File: src/rtl/uart_rxd.sv
// 8N1 UART receiver: synchronizes the serial line, times bits with an internal
// baud counter and samples each bit at its midpoint.
module uart_rxd #(
    parameter int CLK_FREQ  = 50_000_000,
    parameter int BAUD_RATE = 115200
) (
    input  logic       clk,
    input  logic       rst_n,
    input  logic       i_rs232_rxd,
    output logic [7:0] o_data,
    output logic       o_rx_done,
    output logic       o_frame_err,
    output logic       o_rx_busy
);

    localparam int BIT_CNT_MAX = CLK_FREQ / BAUD_RATE;
    localparam int HALF_CNT    = BIT_CNT_MAX / 2;
    localparam int CNT_W       = $clog2(BIT_CNT_MAX);

    localparam logic [CNT_W-1:0] CNT_LAST = CNT_W'(BIT_CNT_MAX - 1);
    localparam logic [CNT_W-1:0] CNT_HALF = CNT_W'(HALF_CNT);

    localparam logic [1:0] IDLE  = 2'd0;
    localparam logic [1:0] START = 2'd1;
    localparam logic [1:0] DATA  = 2'd2;
    localparam logic [1:0] STOP  = 2'd3;

    logic             rxd_s1;
    logic             rxd_s2;
    logic             rxd_s3;
    logic [1:0]       state;
    logic [CNT_W-1:0] baud_cnt;
    logic [2:0]       bit_idx;
    logic [7:0]       shift_reg;

    logic fall_edge;
    logic sample;
    logic wrap;

    assign fall_edge = rxd_s3 & ~rxd_s2;
    assign sample    = (baud_cnt == CNT_HALF);
    assign wrap      = (baud_cnt == CNT_LAST);
    assign o_rx_busy = (state != IDLE);

    // Synchronizers reset to the idle-high line level so reset release never fakes a start edge.
    // NOTE: non-blocking assignments make each stage capture the previous stage's old value,
    // forming a real shift chain; blocking would collapse it into one flop.
    always_ff @(posedge clk or negedge rst_n) begin
        if (!rst_n) begin
            rxd_s1 <= 1'b1;
            rxd_s2 <= 1'b1;
            rxd_s3 <= 1'b1;
        end else begin
            rxd_s1 <= i_rs232_rxd;
            rxd_s2 <= rxd_s1;
            rxd_s3 <= rxd_s2;
        end
    end

    always_ff @(posedge clk or negedge rst_n) begin
        if (!rst_n) begin
            state       <= IDLE;
            baud_cnt    <= '0;
            bit_idx     <= '0;
            shift_reg   <= '0;
            o_data      <= '0;
            o_rx_done   <= 1'b0;
            o_frame_err <= 1'b0;
        end else begin
            o_rx_done   <= 1'b0;
            o_frame_err <= 1'b0;

            if (state == IDLE || wrap) begin
                baud_cnt <= '0;
            end else begin
                baud_cnt <= baud_cnt + 1'b1;
            end

            case (state)
                IDLE: begin
                    if (fall_edge) begin
                        state   <= START;
                        bit_idx <= '0;
                    end
                end
                START: begin
                    // A start bit that is high again at mid-bit was only a glitch.
                    if (sample && rxd_s2) begin
                        state <= IDLE;
                    end else if (wrap) begin
                        state <= DATA;
                    end
                end
                DATA: begin
                    if (sample) begin
                        shift_reg[bit_idx] <= rxd_s2;
                    end
                    if (wrap) begin
                        if (bit_idx == 3'd7) begin
                            state <= STOP;
                        end else begin
                            bit_idx <= bit_idx + 1'b1;
                        end
                    end
                end
                STOP: begin
                    // Leave at mid stop bit so a back-to-back start edge is never missed.
                    if (sample) begin
                        if (rxd_s2) begin
                            o_data    <= shift_reg;
                            o_rx_done <= 1'b1;
                        end else begin
                            o_frame_err <= 1'b1;
                        end
                        state <= IDLE;
                    end
                end
                default: state <= IDLE;
            endcase
        end
    end

endmodule

File: config.mk
export PLATFORM = sky130hd
export DESIGN_NAME = uart_rxd
export DESIGN_NICKNAME = d
export VERILOG_FILES = /design/src/rtl/uart_rxd.sv
export SDC_FILE = /design/constraint.sdc
export NUM_CORES = 1
export LEC_CHECK = 0
export CAP_MARGIN = 20
export CORE_MARGIN = 4
export CORE_UTILIZATION = 55
export DETAILED_ROUTE_END_ITERATION = 16
export GPL_TIMING_DRIVEN = 0
export HOLD_SLACK_MARGIN = 0.15
export PLACE_DENSITY = 0.81
export SKIP_LAST_GASP = 1
export SLEW_MARGIN = 20
export SYNTH_ARGS = -nofsm -noshare
export SYNTH_HDL_FRONTEND = slang
export SYNTH_SLANG_ARGS = --single-unit
File: constraint.sdc
create_clock -name clk -period 2.6 [get_ports clk]
set_clock_uncertainty 0.1 [all_clocks]
set_input_delay 0.52 -clock clk [delete_from_list [all_inputs] [get_ports clk]]
set_output_delay 0.52 -clock clk [all_outputs]
set_load 0.03 [all_outputs]
# After elaboration in Yosys (flattened, before gate mapping)

Cells that the tools add are included.

Bits in registers: 35
Input port bits: 3
Output and inout bits: 11
Logic and storage cells: 59

Add/sub/neg operators: 2
Magnitude comparators: 2
Eq/ne operators: 12
Multiplexer cells: 21
Bitwise logic cells: 2
Reductions and logical operators: 10

Operators by type and width:

| operator                                                              | number |
|---|---|
| 2-bit 2-to-1 mux                                                      | 6 |
| 2-bit inequality test, second input constant                          | 5 |
| 9-bit by 1-bit adder with 9-bit output, second input constant         | 1 |
| 9-bit by 8-bit == test with 1-bit output, second input constant       | 1 |
| 9-bit == test, second input constant                                  | 1 |
| 3-bit 2-to-1 mux                                                      | 3 |
| 9-bit 2-to-1 mux                                                      | 1 |
| 8-bit bitwise mux                                                     | 1 |
| 2-bit one-hot mux with 4 select lines                                 | 1 |
| 1-bit 2-to-1 mux                                                      | 7 |
| 3-bit one-hot mux with 2 select lines                                 | 1 |
| 5-bit AND reduction                                                   | 1 |
| 2-bit == test, second input constant                                  | 2 |
| 3-bit by 4-bit < comparator with 1-bit output, second input constant  | 1 |
| 4-bit AND reduction                                                   | 1 |
| 2-bit nonzero test                                                    | 2 |
| 3-bit by 1-bit adder with 3-bit output, second input constant         | 1 |
| 1-bit demux with 3-bit select                                         | 1 |
| 3-bit == test, second input constant                                  | 1 |
| 3-bit by 1-bit >= comparator with 1-bit output, second input constant | 1 |
| 3-bit inequality test, second input constant                          | 1 |
| 3-bit AND reduction                                                   | 1 |
| 2-bit by 1-bit == test with 1-bit output, second input constant       | 1 |
| 1-bit logical AND                                                     | 2 |
| other kinds (5)                                                       | 5 |

# Longest topological paths before layout

Gate-level depths: netlist of run 1.

Depth in word-level cells: 5
Depth in mapped cells: 6
Mapped depth without buffers: 6

# Least setup slack after synthesis of run 1

No wires, ideal clock.

Kind: register to register
Start: register baud_cnt[1]
End: register shift_reg[1]
Setup time: 125 ps
Arrival time: 1644 ps
Data required time: 2375 ps
Slack: 732 ps
Stages on the path, launching flop included: 7
Path buffers: 0
Clock period less this slack: 1868 ps
Path through: dfrtp_1 > inv_1 > ha_1 > and3b_1 > nand4_1 > nor4_1 > mux2_2

Word-level cells in the longest chain between the ends: 2

RTL lines:

| what                                     | RTL line | text |
|---|---|---|
| from (decl)                              | 32       | `logic [CNT_W-1:0] baud_cnt;` |
| from (signal assigned)                   | 76       | `baud_cnt <= baud_cnt + 1'b1;` |
| 9-bit by 8-bit == test with 1-bit output | 41       | `assign sample = (baud_cnt == CNT_HALF);` |
| 2-bit AND reduction (no source line)     | -        |  |
| to (signal, indexed assignment)          | 96       | `shift_reg[bit_idx] <= rxd_s2;` |
| to (decl)                                | 34       | `logic [7:0] shift_reg;` |

Every way passes these cells.
A chain may end at the register's enable or synchronous reset.

==> results of run 1 <==
timing repair:
action	CTS	global route
endpoints found under the setup margin	1	0
resized for setup	2	0
hold buffers	1	0
hold endpoints to repair	15	0
report_power, final:
group / switching [W] / total (W) / internal, W / leakage [nW]
registers: 0.0000707 / 0.000672 / 0.000602 / 0.460
logic: 0.000102 / 0.000181 / 0.0000798 / 0.339
clock network: 0.000184 / 0.000341 / 0.000158 / 0.0375
total: 0.000356 / 0.00120 / 0.000839 / 0.837
per-layer routing:
layer | vias to the layer above | wire length [µm]
met2 | 33 | 1530
li1 | 532 | -
met5 | - | 0
met3 | 7 | 132
met1 | 549 | 1310
met4 | 0 | 56
cell families after synthesis:
logic type      Yosys count
simple gates             56
flops                    35
mux                      17
buf+inv                  10
compound gates            9
xor+xnor                  7
fa+ha+maj                 4
cells in the final DEF, fill, tap and decap left out, types with 2 or more instances in the layout:
master,synthesis,final
clkdlybuf4s50_1,0,11
nand2_1,8,8
clkbuf_1,4,3
mux2_2,16,16
o211ai_1,3,3
ha_1,4,4
xor2_1,6,6
o21bai_1,2,2
clkbuf_8,0,2
nand4_1,5,5
clkbuf_4,0,5
nand4b_1,2,2
buf_2,1,2
inv_1,5,5
nor4_1,9,9
or2_2,2,2
dfstp_2,3,3
dfrtp_1,32,32
nor2_1,14,14
nand3_1,5,5
path summary, 6_finish.rpt:
check,endpoint,start
worst min register to register,rxd_s2,rxd_s1
max in group asynchronous,rxd_s3,rst_n
worst max-delay path,o_rx_busy,flop
worst max register to register,shift_reg[7],baud_cnt[1]
min in group asynchronous,bit_idx[2],rst_n
worst min-delay path,rxd_s2,rxd_s1
layout make-up:
| type | count | area (µm²) | area share (%) |
|---|---|---|---|
| flip-flops and latches | 35 | 880 | 46.6 |
| multi-input cells | 93 | 694 | 36.8 |
| repair buffers | 15 | 161 | 8.55 |
| clock buffers | 7 | 65.1 | 3.45 |
| well taps | 31 | 38.8 | 2.06 |
| plain buffers | 5 | 21.3 | 1.13 |
| inverters | 5 | 18.8 | 0.995 |
| clock inverters | 1 | 7.51 | 0.398 |
worst max-delay path: cells and delay by family (launching register included):
kind / cells / cell delay, ns
buffers and inverters: 3 / 0.76
and+or+nand+nor: 1 / 0.31
DFF: 1 / 0.37
Yosys cell counts (2+ instances only):
cell type	instances	area, µm²
or2_2	2	12.5
nor2_1	14	52.6
xor2_1	6	52.6
nand4b_1	2	17.5
clkbuf_1	4	15.0
nor4_1	9	56.3
nand4_1	5	31.3
o21bai_1	2	15.0
o211ai_1	3	22.5
ha_1	4	50.1
nand2_1	8	30.0
nand3_1	5	25.0
dfrtp_1	32	801
inv_1	5	18.8
dfstp_2	3	78.8
mux2_2	16	180
per-stage QoR:
step                cell area (µm²)  utilization (%)  hold slack, ns  setup WS, ns
CTS                            1890             67.8           0.269         0.187
detailed placement             1800             64.9           0.254         0.201
finish                         1890             67.8           0.265         0.205
global placement               1780             64.1           0.247         0.247
floorplan                      1610                -           0.124         0.732
global route                   1890             67.8           0.272         0.112
==> results.sh, run 1 <==
export IMPL_syn_inst=138
export IMPL_ys_types=34
export IMPL_hold_path_class="reg2reg"
export IMPL_boundaryPins=14
export IMPL_worstMarginPinSlew_ns=0.671
export IMPL_num_rows=19
export IMPL_reg2regPathDepth=6
export IMPL_critPathKind="reg2out"
export IMPL_core_area_um2=2780
export IMPL_grtUsageMet3_pct=5.23
export IMPL_timing_fmax_ghz=0.418
export IMPL_vias=1121
export IMPL_synth_flop_cell="dfrtp_1"
export IMPL_cpPeakStageDelay_ns=0.37
export IMPL_gp_congestion=0.823
export IMPL_wl_per_cell_um=15.8
export IMPL_drc_errors=0
export IMPL_setup_viol=0
export IMPL_wl_um=3030
export IMPL_antenna_cells=0
export IMPL_synth_warnings=0
export IMPL_fin_crit_sh_pct=92.1
export IMPL_cts_buffer_depth=2
export IMPL_yosys_area_share_simple_pct=20.3
export IMPL_use_met2_pct=28.0
export IMPL_fill_cells=213
export IMPL_grt_overflow=0
export IMPL_postCtsSetupRepairBufs=0
export IMPL_initial_core_util_pct=58.0
export IMPL_area_growth_pct=17.0
export IMPL_status="finished clean"
export IMPL_ys_ff_latch=35
export IMPL_die_w_um=62.2
export IMPL_syn_num_nets=145
export IMPL_min_period_ns=2.40
export IMPL_synth_edff_count=0
export IMPL_grtUsageMet1_pct=23.1
export IMPL_dieArea_um2=3860
export IMPL_arrival_ns=1.78
export IMPL_cp_start_kind="flop"
export IMPL_largest_reg_flops=9
export IMPL_io_buffers=13
export IMPL_muxShareOfSynthArea_pct=11.8
export IMPL_grt_max_degree=21
export IMPL_grt_pass1_wl_um=5530
export IMPL_layoutNonFillerInstCount=192
export IMPL_cts_tree="done"
export IMPL_regToRegSetupSlack_ns=0.45
export IMPL_crit_chain="clkbuf_1 -> clkbuf_2 -> or2_2 -> dlygate4sd2_1"
export IMPL_fp_dieH_um=62.2
export IMPL_tns_ns=0
export IMPL_crit_slowest_cell="dfrtp_1"
export IMPL_synth_compound_area_share_pct=4.03
export IMPL_ir_drop_v=0.000568
export IMPL_rsz0062_at_grt="no"
export IMPL_dp_cells=183
export IMPL_path_clk_slew_ns=0.10
export IMPL_min_path_cells=0
export IMPL_netlist_area_um2=1610
export IMPL_crit_path_end_kind="output port"
export IMPL_grt_pass1_vias=1171
export IMPL_cts_made_buffers=5
export IMPL_nNetsFinal=167
export IMPL_ys_seq_area_share_pct=54.5
export IMPL_synth_fa_ha_area_share_pct=3.10
export IMPL_leakagePower_nw=0.837
export IMPL_antenna_found_initial=0
export IMPL_ant_nets=0
export IMPL_grt_busiest_layer="met2"
export IMPL_hpwl_um=2180
export IMPL_worstPathMaxFanout=10
export IMPL_async_flop_share_pct=100
export IMPL_insertion_delay_ns=0.35
export IMPL_synthXorXnorAreaFrac_pct=3.80
export IMPL_power_density_nw_per_um2=633
export IMPL_drt_pass1_iterations=4
export IMPL_slew_viol_final=0
export IMPL_drtIter0Drc=31
export IMPL_cp_required_ns=1.98
export IMPL_grt_use_total_pct=18.1
export IMPL_power_total_w=0.00120
export IMPL_avgSynthCellArea_um2=11.7
export IMPL_hold_violations=0
export IMPL_drive_gt1_share_pct=22.4
export IMPL_relSlewSlack_pct=54.9
export IMPL_cts_sinks=35
export IMPL_htree_levels=2
export IMPL_avgViaCountPerCell=5.84
export IMPL_synth_top_family_by_area="simple AND/OR/NAND/NOR gates"
export IMPL_clockRootBuffer="clkbuf_4"
export IMPL_drv_cap=0
Note: power is estimated with default switching activity, not from simulation.
==> inputs of run 2 (changes only) <==
--- a/config.mk
+++ b/config.mk
@@ -7,11 +7,11 @@
 export LEC_CHECK = 0
 export CAP_MARGIN = 20
 export CORE_MARGIN = 4
-export CORE_UTILIZATION = 55
+export CORE_UTILIZATION = 56
 export DETAILED_ROUTE_END_ITERATION = 16
 export GPL_TIMING_DRIVEN = 0
 export HOLD_SLACK_MARGIN = 0.15
-export PLACE_DENSITY = 0.81
+export PLACE_DENSITY = 0.83
 export SKIP_LAST_GASP = 1
 export SLEW_MARGIN = 20
 export SYNTH_ARGS = -nofsm -noshare
==> run 2 against run 1 <==
Final cell count is the same. Register-to-register slack worse by 0.05 ns. Count of clock-buffer cells in the layout decreased by 1. Final area fell by 0.99%.
==> results.sh, run 2 (synthesized netlist as in run 1, its figures left out) <==
export IMPL_clockRootBuffer="clkbuf_4"
export IMPL_drt_met1_wl_um=1380
export IMPL_fin_area_um2=1870
export IMPL_crit_path_end_kind="output port"
export IMPL_arrival_ns=1.81
export IMPL_hold_violations=0
export IMPL_nNetsFinal=167
export IMPL_drc_errors=0
export IMPL_wl_um=3040
export IMPL_insertion_delay_ns=0.34
export IMPL_wl_per_cell_um=15.8
export IMPL_status="finished clean"
export IMPL_power_density_nw_per_um2=609
export IMPL_cts_made_buffers=5
export IMPL_tns_ns=0
export IMPL_min_path_cells=0
export IMPL_wl_met3_um=127
export IMPL_cp_start_kind="flop"
export IMPL_cts_tree="done"
export IMPL_final_common_cell="dfrtp_1"
export IMPL_fill_cells=221
export IMPL_power_total_w=0.00114
export IMPL_timing_fmax_ghz=0.411
export IMPL_placed_area_um2=1800
export IMPL_cpPeakStageDelay_ns=0.38
export IMPL_worst_path_buf_inv=3
export IMPL_mostFrequentLayoutCells="dfrtp_1 (32), mux2_2 (16), nor2_1 (14)"
export IMPL_gp_congestion=0.805
export IMPL_met2RoutedLength_um=1470
export IMPL_drive_gt1_share_pct=21.7
export IMPL_cp_required_ns=1.98
export IMPL_min_period_ns=2.43
export IMPL_ant_nets=0
export IMPL_fp_dieH_um=61.7
export IMPL_grt_overflow=0
export IMPL_drt_pass1_iterations=4
export IMPL_cp_depth=4
export IMPL_avgViaCountPerCell=5.94
export IMPL_num_rows=19
export IMPL_cts_sinks=35
export IMPL_crit_chain="clkbuf_1 -> clkbuf_2 -> or2_2 -> dlygate4sd2_1"
export IMPL_regToRegSetupSlack_ns=0.40
export IMPL_largest_reg_flops=9
export IMPL_leakagePower_nw=0.828
export IMPL_hpwl_um=2220
export IMPL_dr_max_layer_used="met4"
export IMPL_worstPathMaxFanout=10
export IMPL_vias=1140
export IMPL_path_clk_slew_ns=0.11
export IMPL_grt_use_total_pct=19.6
export IMPL_reg2regPathDepth=6
export IMPL_slew_viol_final=0
export IMPL_drtIter0Drc=58
export IMPL_cts_buffer_depth=2
export IMPL_antenna_cells=0
export IMPL_core_area_um2=2760
export IMPL_dieArea_um2=3800
export IMPL_critPathKind="reg2out"
export IMPL_dp_cells=183
export IMPL_die_w_um=61.7
export IMPL_initial_core_util_pct=58.5
export IMPL_grt_max_degree=22
export IMPL_hold_path_class="reg2reg"
export IMPL_drv_cap=0
export IMPL_relSlewSlack_pct=56.7
export IMPL_ir_drop_v=0.000430
export IMPL_pre_cts_slack_ns=0.179
export IMPL_rsz0062_at_grt="no"
export IMPL_area_growth_pct=15.8
export IMPL_postCtsSetupRepairBufs=0
export IMPL_setup_viol=0
export IMPL_grt_pass1_vias=1135
export IMPL_htree_levels=2
export IMPL_layoutNonFillerInstCount=192
export IMPL_antenna_found_initial=0
export IMPL_grt_pass1_wl_um=5330
export IMPL_fin_ws_ns=0.170
export IMPL_fin_crit_sh_pct=93.5
export IMPL_boundaryPins=14
export IMPL_io_buffers=13
export IMPL_crit_slowest_cell="dfrtp_1"
export IMPL_critPathTopFamily="buffers and inverters"
export IMPL_worstMarginPinSlew_ns=0.645
==> run 2: changes by cell type in the layout (fill, tap and decap cells not counted) <==
cell and change:
clkbuf_8 -2, clkinv_2 +1, clkbuf_1 +1
==> run 2: power by group <==
part / switching, W / total [W] / leakage (nW) / internal [W]
combinational: 0.0000974 / 0.000178 / 0.339 / 0.0000803
sequential: 0.0000722 / 0.000674 / 0.460 / 0.000602
clock: 0.000182 / 0.000286 / 0.0282 / 0.000104
==> run 2: final cells by class <==
type | count | area, µm² | share of cell area (%)
inverters | 5 | 18.8 | 1.00
plain buffers | 5 | 21.3 | 1.14
multi-input cells | 93 | 694 | 37.2
clock inverters | 2 | 12.5 | 0.670
flip-flops and latches | 35 | 880 | 47.1
repair buffers | 15 | 161 | 8.64
well taps | 31 | 38.8 | 2.08
clock buffers | 6 | 41.3 | 2.21
==> run 2: what timing repair did <==
item	CTS	global route
endpoints found under the hold margin	14	0
setup endpoints to repair	1	0
gates resized for setup	2	0
hold buffers	1	0
==> run 2: metal layers <==
metal  global-route usage [%]  vias to the layer above
met1                     24.7                      563
met2                     30.8                       31
met5                        0                        -
met4                     8.18                        0
met3                     6.50                        9
li1                         -                      537
==> run 2: worst paths after layout <==
kind,startpoint,end
worst max-delay path,flop,o_rx_busy
worst min-delay path,rxd_s1,rxd_s2
worst max register to register,baud_cnt[1],shift_reg[3]
worst min register to register,rxd_s1,rxd_s2
max in group asynchronous,rst_n,rxd_s2
min in group asynchronous,rst_n,state[0]
==> run 2: metrics by stage <==
| stage | hold slack (ns) | utilization, % |
|---|---|---|
| 2_1_floorplan | 0.124 | - |
| 3_3_place_gp | 0.247 | 64.6 |
| 3_5_place_dp | 0.252 | 65.4 |
| 4_1_cts | 0.266 | 67.7 |
| 5_1_grt | 0.267 | 67.7 |
| 6_report | 0.264 | 67.7 |
